[src/rtl/uart_receiver_pkg.sv]
// Shared types and constants for the UART receiver: FSM states and the
// baud-control decode to clk cycles per bit at 50 MHz.
package uart_receiver_pkg;

    typedef enum logic [2:0] {
        ST_IDLE   = 3'd0,
        ST_START  = 3'd1,
        ST_DATA   = 3'd2,
        ST_PARITY = 3'd3,
        ST_STOP   = 3'd4
    } rx_state_e;

    localparam int DIV_W = 9;

    localparam logic [DIV_W-1:0] DIV_434 = 9'd434;
    localparam logic [DIV_W-1:0] DIV_217 = 9'd217;
    localparam logic [DIV_W-1:0] DIV_109 = 9'd109;
    localparam logic [DIV_W-1:0] DIV_72  = 9'd72;
    localparam logic [DIV_W-1:0] DIV_36  = 9'd36;

    function automatic logic [DIV_W-1:0] bc_to_div(input logic [2:0] bc);
        logic [DIV_W-1:0] div;
        case (bc)
            3'b001:  div = DIV_217;
            3'b010:  div = DIV_109;
            3'b011:  div = DIV_72;
            3'b100:  div = DIV_36;
            default: div = DIV_434;
        endcase
        return div;
    endfunction

endpackage

[src/rtl/uart_rx_baud_gen.sv]
// Bit-period down-counter: emits a one-clk tick at each sample point, the
// first one half a period after half_start_i, then every full period.
module uart_rx_baud_gen
    import uart_receiver_pkg::*;
(
    input  logic             clk,
    input  logic             reset,
    input  logic [DIV_W-1:0] divisor_i,
    input  logic             half_start_i,
    input  logic             run_i,
    output logic             tick_o
);

    localparam logic [DIV_W-1:0] ONE = 9'd1;

    logic [DIV_W-1:0] cnt_q, cnt_d;

    always_comb begin
        cnt_d = cnt_q;
        if (half_start_i) begin
            cnt_d = (divisor_i >> 1) - ONE;
        end else if (run_i) begin
            cnt_d = (cnt_q == '0) ? divisor_i - ONE : cnt_q - ONE;
        end
    end

    always_ff @(posedge clk) begin
        if (!reset) begin
            cnt_q <= '0;
        end else begin
            cnt_q <= cnt_d;
        end
    end

    assign tick_o = run_i && (cnt_q == '0);

endmodule

[src/rtl/uart_receiver.sv]
// UART receiver: synchronizes Rx_in, frames start/data/parity/stop, loads
// DataOut on a good frame and pulses Mreset on a bad one.
//
// state     | meaning
// ST_IDLE   | waiting for a high-to-low edge on the synchronized line
// ST_START  | half a bit period in, confirming the start bit is still low
// ST_DATA   | shifting in D0..D7, one per bit period
// ST_PARITY | sampling the even-parity bit (only when latched PbitEna=1)
// ST_STOP   | sampling the stop bit and judging the frame
module uart_receiver
    import uart_receiver_pkg::*;
(
    input  logic       clk,
    input  logic       reset,
    input  logic       Rx_in,
    input  logic       PbitEna,
    input  logic [2:0] BC,
    output logic [7:0] DataOut,
    output logic       Mreset,
    output logic       ena
);

    logic             sync1_q, sync2_q, rx_prev_q;
    rx_state_e        state_q, state_d;
    logic [DIV_W-1:0] div_q, div_d;
    logic             pben_q, pben_d;
    logic [2:0]       bit_cnt_q, bit_cnt_d;
    logic [7:0]       shift_q, shift_d;
    logic             par_q, par_d;
    logic [7:0]       dout_q, dout_d;
    logic             mreset_q, mreset_d;
    logic             half_start, run, tick, rx_s, fall;

    assign rx_s = sync2_q;
    assign fall = rx_prev_q && !rx_s;
    assign run  = (state_q != ST_IDLE);

    // divisor is fed from div_d so the half-period load sees the fresh BC decode
    uart_rx_baud_gen u_baud (
        .clk          (clk),
        .reset        (reset),
        .divisor_i    (div_d),
        .half_start_i (half_start),
        .run_i        (run),
        .tick_o       (tick)
    );

    always_comb begin
        state_d    = state_q;
        div_d      = div_q;
        pben_d     = pben_q;
        bit_cnt_d  = bit_cnt_q;
        shift_d    = shift_q;
        par_d      = par_q;
        dout_d     = dout_q;
        mreset_d   = 1'b0;
        half_start = 1'b0;
        case (state_q)
            ST_IDLE: begin
                if (fall) begin
                    state_d    = ST_START;
                    div_d      = bc_to_div(BC);
                    pben_d     = PbitEna;
                    half_start = 1'b1;
                end
            end
            ST_START: begin
                if (tick) begin
                    if (!rx_s) begin
                        state_d   = ST_DATA;
                        bit_cnt_d = 3'd0;
                        par_d     = 1'b0;
                    end else begin
                        state_d = ST_IDLE;
                    end
                end
            end
            ST_DATA: begin
                if (tick) begin
                    shift_d   = {rx_s, shift_q[7:1]};
                    par_d     = par_q ^ rx_s;
                    bit_cnt_d = bit_cnt_q + 3'd1;
                    if (bit_cnt_q == 3'd7) begin
                        state_d = pben_q ? ST_PARITY : ST_STOP;
                    end
                end
            end
            ST_PARITY: begin
                if (tick) begin
                    par_d   = par_q ^ rx_s;
                    state_d = ST_STOP;
                end
            end
            ST_STOP: begin
                if (tick) begin
                    state_d = ST_IDLE;
                    if (rx_s && !(pben_q && par_q)) begin
                        dout_d = shift_q;
                    end else begin
                        mreset_d = 1'b1;
                    end
                end
            end
            default: state_d = ST_IDLE;
        endcase
    end

    always_ff @(posedge clk) begin
        if (!reset) begin
            sync1_q   <= 1'b1;
            sync2_q   <= 1'b1;
            rx_prev_q <= 1'b1;
            state_q   <= ST_IDLE;
            div_q     <= DIV_434;
            pben_q    <= 1'b0;
            bit_cnt_q <= 3'd0;
            shift_q   <= 8'h00;
            par_q     <= 1'b0;
            dout_q    <= 8'h00;
            mreset_q  <= 1'b0;
        end else begin
            sync1_q   <= Rx_in;
            sync2_q   <= sync1_q;
            rx_prev_q <= sync2_q;
            state_q   <= state_d;
            div_q     <= div_d;
            pben_q    <= pben_d;
            bit_cnt_q <= bit_cnt_d;
            shift_q   <= shift_d;
            par_q     <= par_d;
            dout_q    <= dout_d;
            mreset_q  <= mreset_d;
        end
    end

    assign DataOut = dout_q;
    assign Mreset  = mreset_q;
    assign ena     = tick;

endmodule

[config.mk]
export PLATFORM = sky130hd
export DESIGN_NAME = uart_receiver
export DESIGN_NICKNAME = d
export VERILOG_FILES = /design/src/rtl/uart_receiver_pkg.sv /design/src/rtl/uart_rx_baud_gen.sv /design/src/rtl/uart_receiver.sv
export SDC_FILE = /design/constraint.sdc
export NUM_CORES = 1
export LEC_CHECK = 0
export CAP_MARGIN = 20
export CORE_MARGIN = 1
export CORE_UTILIZATION = 58
export CTS_BUF_LIST = sky130_fd_sc_hd__clkbuf_4 sky130_fd_sc_hd__clkbuf_8 sky130_fd_sc_hd__clkbuf_16
export DETAILED_ROUTE_END_ITERATION = 16
export GPL_TIMING_DRIVEN = 0
export PLACE_DENSITY_LB_ADDON = 0.3
export SYNTH_ARGS = -nofsm -noshare
export SYNTH_HDL_FRONTEND = slang
export SYNTH_SLANG_ARGS = --single-unit
[constraint.sdc]
create_clock -name clk -period 2.75 [get_ports clk]
set_input_delay 0.55 -clock clk [delete_from_list [all_inputs] [get_ports clk]]
set_output_delay 0.55 -clock clk [all_outputs]
set_load 0.005 [all_outputs]
After elaboration in Yosys (flattened, before gate mapping)

Index checks and enable logic that the tools add are counted.

Bits of input ports: 7
Register bits after elaboration: 46
Output and inout port bits: 10
Logic and storage cells: 80

Eq/ne operators: 17
Reduce and logical (&&, ||, !) cells: 20
$add $sub $neg: 4
Multiplexer cells: 26
Bitwise gates (word level): 1

Operator list:

| cell                                                 | number |
|---|---|
| 2-to-1 mux 9 bit                                     | 5 |
| case mux 9 bit (4 select lines)                      | 1 |
| 2-to-1 mux 3 bit                                     | 10 |
| subtractor 9 x 1 -> 9 bit (second input constant)    | 2 |
| case mux 3 bit (5 select lines)                      | 1 |
| != test 2 bit (second input constant)                | 7 |
| equality test 3 x 2 -> 1 bit (second input constant) | 4 |
| equality test 3 bit (second input constant)          | 3 |
| zero test 9 bit                                      | 1 |
| subtractor 8 x 1 -> 9 bit (second input constant)    | 1 |
| AND reduction 4 bit                                  | 2 |
| equality test 3 x 1 -> 1 bit (second input constant) | 2 |
| 2-to-1 mux 1 bit                                     | 6 |
| case mux 3 bit (2 select lines)                      | 1 |
| AND reduction 3 bit                                  | 2 |
| AND reduction 6 bit                                  | 1 |
| nonzero test 2 bit                                   | 3 |
| logical AND 1 bit                                    | 4 |
| AND reduction 2 bit                                  | 2 |
| adder 3 x 1 -> 3 bit (second input constant)         | 1 |
| zero test 3 bit                                      | 1 |
| nonzero test 3 bit                                   | 1 |
| zero test 1 bit                                      | 2 |
| 2-to-1 mux 2 bit                                     | 1 |
| other kinds (4)                                      | 4 |

Longest topological paths before layout

Word-level depth: 8
Gate-level depth with buffers: 10
Gate-level depth less buffers: 8

Modules after synthesis

Synthesis repeated with hierarchy kept, for this count alone.

Cell total of the unflattened synthesis: 285
Area total of the unflattened synthesis: 2,391.0 um2

By module, submodules not included:

| module           | seq. area each (um2) | instances | cells an instance | area an instance (um2) |
|---|---|---|---|---|
| uart_receiver    | 740.7                | 1         | 187               | 1,616.6 |
| uart_rx_baud_gen | 180.2                | 1         | 98                | 774.5 |

Least setup slack after synthesis

OpenSTA, ideal clock, no wires.

Path kind: input to register
From: input port BC[0]
To: register u_baud.cnt_q[4]
Stages on the path: 8
Path buffers: 0
Setup slack: 0.486 ns
Arrival time: 2.178 ns
Library setup time: 0.086 ns
Data required time: 2.664 ns
Cell sequence: o21bai_1 -> a211oi_2 -> a21oi_2 -> inv_1 -> ha_1 -> nor3b_1 -> xnor2_1 -> a211oi_1

Longest elaborated chain between the ends: 8
Elaborated cells between the ends (all ways): 12
Those cells by class: add/sub: 2; eq/ne: 4; mux: 6

Ends and longest elaborated chain:

| element                                           | line                    | text |
|---|---|---|
| start, declared                                   | uart_receiver.sv:17     | `input logic [2:0] BC,` |
| equality test 3 bit, or another cell as far along | uart_receiver_pkg.sv:23 | `case (bc)` |
| case mux 9 bit (4 select lines) *                 | uart_receiver_pkg.sv:23 |  |
| 2-to-1 mux 9 bit *                                | uart_receiver.sv:60     | `if (fall) begin` |
| 2-to-1 mux 9 bit *                                | uart_receiver.sv:58     | `case (state_q)` |
| subtractor 9 x 1 -> 9 bit                         | uart_rx_baud_gen.sv:23  | `cnt_d = (cnt_q == '0) ? divisor_i - ONE : cnt_q - ONE;` |
| 2-to-1 mux 9 bit                                  | uart_rx_baud_gen.sv:23  |  |
| 2-to-1 mux 9 bit                                  | uart_rx_baud_gen.sv:22  | `end else if (run_i) begin` |
| 2-to-1 mux 9 bit *                                | uart_rx_baud_gen.sv:20  | `if (half_start_i) begin` |
| end signal, assigned                              | uart_rx_baud_gen.sv:31  | `cnt_q <= cnt_d;` |
| end, declared                                     | uart_rx_baud_gen.sv:16  | `logic [DIV_W-1:0] cnt_q, cnt_d;` |

Every way passes the cells marked *; elsewhere a longest branch is shown, timed or not. The select of a mux whose other input is x is not followed.
A chain may end at the register's enable or synchronous reset.

Worst setup path in the final report

Same ends and word-level chain as after synthesis.

==> impl_metrics.env <==
export IMPL_holdBufCountCts=0
export IMPL_max_freq_ghz=0.374
export IMPL_grt_max_degree=16
export IMPL_post_route_min_period_ns=2.67
export IMPL_cp_required_ns=2.97
export IMPL_hold_start="sync1_q"
export IMPL_syn_area_um2=2320
export IMPL_drt_wl_total_mm=5.00
export IMPL_grt_overflow=0
export IMPL_cts_sinks=46
export IMPL_synth_seq_cells=46
export IMPL_cts_tree="done"
export IMPL_timing_final_crit_share_pct=97.2
export IMPL_gr_max_usage_layer="met2"
export IMPL_setup_worst_path_end_class="flop"
export IMPL_clock_latency_ns=0.30
export IMPL_dr_pass1_iters=4
export IMPL_clk_pin_slew_worst_paths_ns=0.09
export IMPL_syn_inst=256
export IMPL_regToRegEndpoint="u_baud.cnt_q[4]"
export IMPL_p_leak_nw=1.02
export IMPL_vias_per_cell=6.12
export IMPL_use_met3_pct=5.21
export IMPL_final_common_cell="dfxtp_1"
export IMPL_global_route_usage_met1_pct=31.6
export IMPL_grt_pass1_wl_mm=8.20
export IMPL_drt_iter0_markers=121
export IMPL_cts_buffers=5
export IMPL_critPathCapture="u_baud.cnt_q[4]"
export IMPL_peakVddDrop_mv=0.657
export IMPL_drv_cap=0
export IMPL_final_cell_mix="dfxtp_1, nor2_1, a21oi_1"
export IMPL_htreeDepth=2
export IMPL_ant_nets=0
export IMPL_yosysSeqAreaShare_pct=39.7
export IMPL_timing_critical_path_from="BC[0]"
export IMPL_dpl_worst_slack_ns=-0.414
export IMPL_dieArea_um2=4260
export IMPL_final_setup_skew_ns=0.00558
export IMPL_drc=0
export IMPL_ys_flop_type="dfxtp_1"
export IMPL_antenna_cells=0
export IMPL_total_power_w=0.00216
export IMPL_clk_path_buf_depth=2
export IMPL_worst_slack_ns=0.0775
export IMPL_via_count=2025
export IMPL_outcome="complete, no violations"
export IMPL_cp_max_fo=6
export IMPL_synth_cell_type_count=54
export IMPL_hold_ws_ns=0.417
export IMPL_place_congestion=0.894
export IMPL_yosys_area_top_type="dfxtp_1"
export IMPL_synth_enable_flop_cells=0
export IMPL_start_util_pct=62.0
export IMPL_dp_final_hpwl_mm=3.49
export IMPL_io_buffers=16
export IMPL_synthArstFlopShare_pct=0
export IMPL_area_growth_pct=16.7
export IMPL_maxSlewHeadroom_pct=64.1
export IMPL_grt_pass1_vias=1819
export IMPL_synth_top_cell_area_share_pct=39.7
export IMPL_ff2ff_path_depth=10
export IMPL_rows=22
export IMPL_start_kind="input pin"
export IMPL_core_area_um2=3740
export IMPL_rr_startpoint="state_q[0]"
export IMPL_syn_num_nets=266
export IMPL_cts_root_buf="clkbuf_8"
export IMPL_antenna_found_initial=0
export IMPL_nets=292
export IMPL_die_h_um=65.3
export IMPL_yosys_warnings=0
export IMPL_report_final_slew_viol_count=0
export IMPL_arrival_ns=2.89
export IMPL_worstSetupPathType="in -> reg"
export IMPL_post_drt_wl_per_cell_um=15.1
export IMPL_hold_violations=0
export IMPL_r2r_slack_ns=0.32
export IMPL_power_density_nw_per_um2=798
export IMPL_io_pins=17
export IMPL_min_delay_path_class="reg -> reg"
export IMPL_grt_total_usage_pct=25.0
export IMPL_setup_violations=0
export IMPL_layout_drive_gt1_share_pct=13.1
export IMPL_synth_area_leaders="dfxtp_1, nor2_1, mux2i_1"
export IMPL_worst_pin_slew_ns=0.539
export IMPL_met2_usage_pct=42.3
export IMPL_die_w_um=65.3
export IMPL_postSynthAreaPerCell_um2=9.07
## state kept, by name, summed over array words and instances, names as in the netlist, 3 cells and up
register and count:
state_q 3, bit_cnt_q 3, DataOut 8, shift_q 8
div_q 9, u_baud.cnt_q 9
## timing repair
| item | CTS | global route |
|---|---|---|
| buffers inserted | 0 | 3 |
| gates resized for setup | 8 | 1 |
| gates cloned | 0 | 0 |
| pin swaps | 1 | 2 |
| setup endpoints to repair | 2 | 2 |
## metal layers
layer	vias up	wire [um]
met2	51	2360
met1	984	2320
met5	-	0
li1	981	-
met4	0	76
met3	9	237
## critical path, cell delays in order
cell and delay (ns):
clkdlybuf4s50_1 0.53, or3b_1 0.50, a211oi_4 0.30, a21oi_2 0.10, inv_1 0.07, ha_1 0.29
nor3b_2 0.24, xnor2_1 0.08, a211oi_1 0.23
## cell usage after synthesis (3+ instances only)
master and number:
nor4_1 3, nor4_4 3, mux2i_1 16, a31oi_1 3, a22oi_1 3, nor2_1 43
nor3_2 3, and3_1 3, nand4b_1 6, dfxtp_1 46, inv_1 9, nand2b_1 5
o21ai_0 10, xnor2_1 5, nand3_1 4, nand2_1 8, ha_1 3, a21o_1 5
nor3_1 4, a21oi_1 20, a211oi_1 5, clkbuf_1 9
## through the flow
step	area [um^2]	utilization [%]	std cells	TNS [ns]
3_3_place_gp	2540	67.9	320	-1.40
4_1_cts	2680	71.6	328	0
5_1_grt	2710	72.3	331	-0.0320
6_report	2710	72.3	331	0
2_1_floorplan	2320	-	256	0
3_5_place_dp	2540	67.9	320	-1.54
## cells by family (layout without fill, tap and decap cells)
kind of cell,count (synthesis),count (layout),share of synthesized area [%]
AOI/OAI and AO/OA,64,64,19.5
xor gates and xnor gates,5,5,1.89
adders and majority gates,3,3,1.62
buffers and inverters,25,52,5.44
DFF,46,46,39.7
muxes,16,16,6.90
and+or+nand+nor,97,97,25.0
## worst min path at each step
stage,to,cells after the start
floorplan,rx_s,1
global placement,rx_s,1
detailed placement,rx_s,1
CTS,rx_s,1
global route,rx_s,1
finish,rx_s,1
## layout make-up
type                    count  area (um^2)
multi-input cells         185         1300
inverters                  10         37.5
well taps                  48         60.1
flip-flops and latches     46          925
plain buffers              15         88.8
clock buffers               5         68.8
clock inverters             3         43.8
fillers                   304         1040
repair buffers             19          181
## where the power goes
| part | internal, W | total, W | switching, W | leakage [nW] |
|---|---|---|---|---|
| Sequential | 0.000717 | 0.000783 | 0.0000659 | 0.374 |
| Combinational | 0.000378 | 0.000864 | 0.000486 | 0.587 |
| Clock | 0.000272 | 0.000512 | 0.000240 | 0.0585 |
| Total | 0.00137 | 0.00216 | 0.000791 | 1.02 |
(Power assumes the default switching activity.)
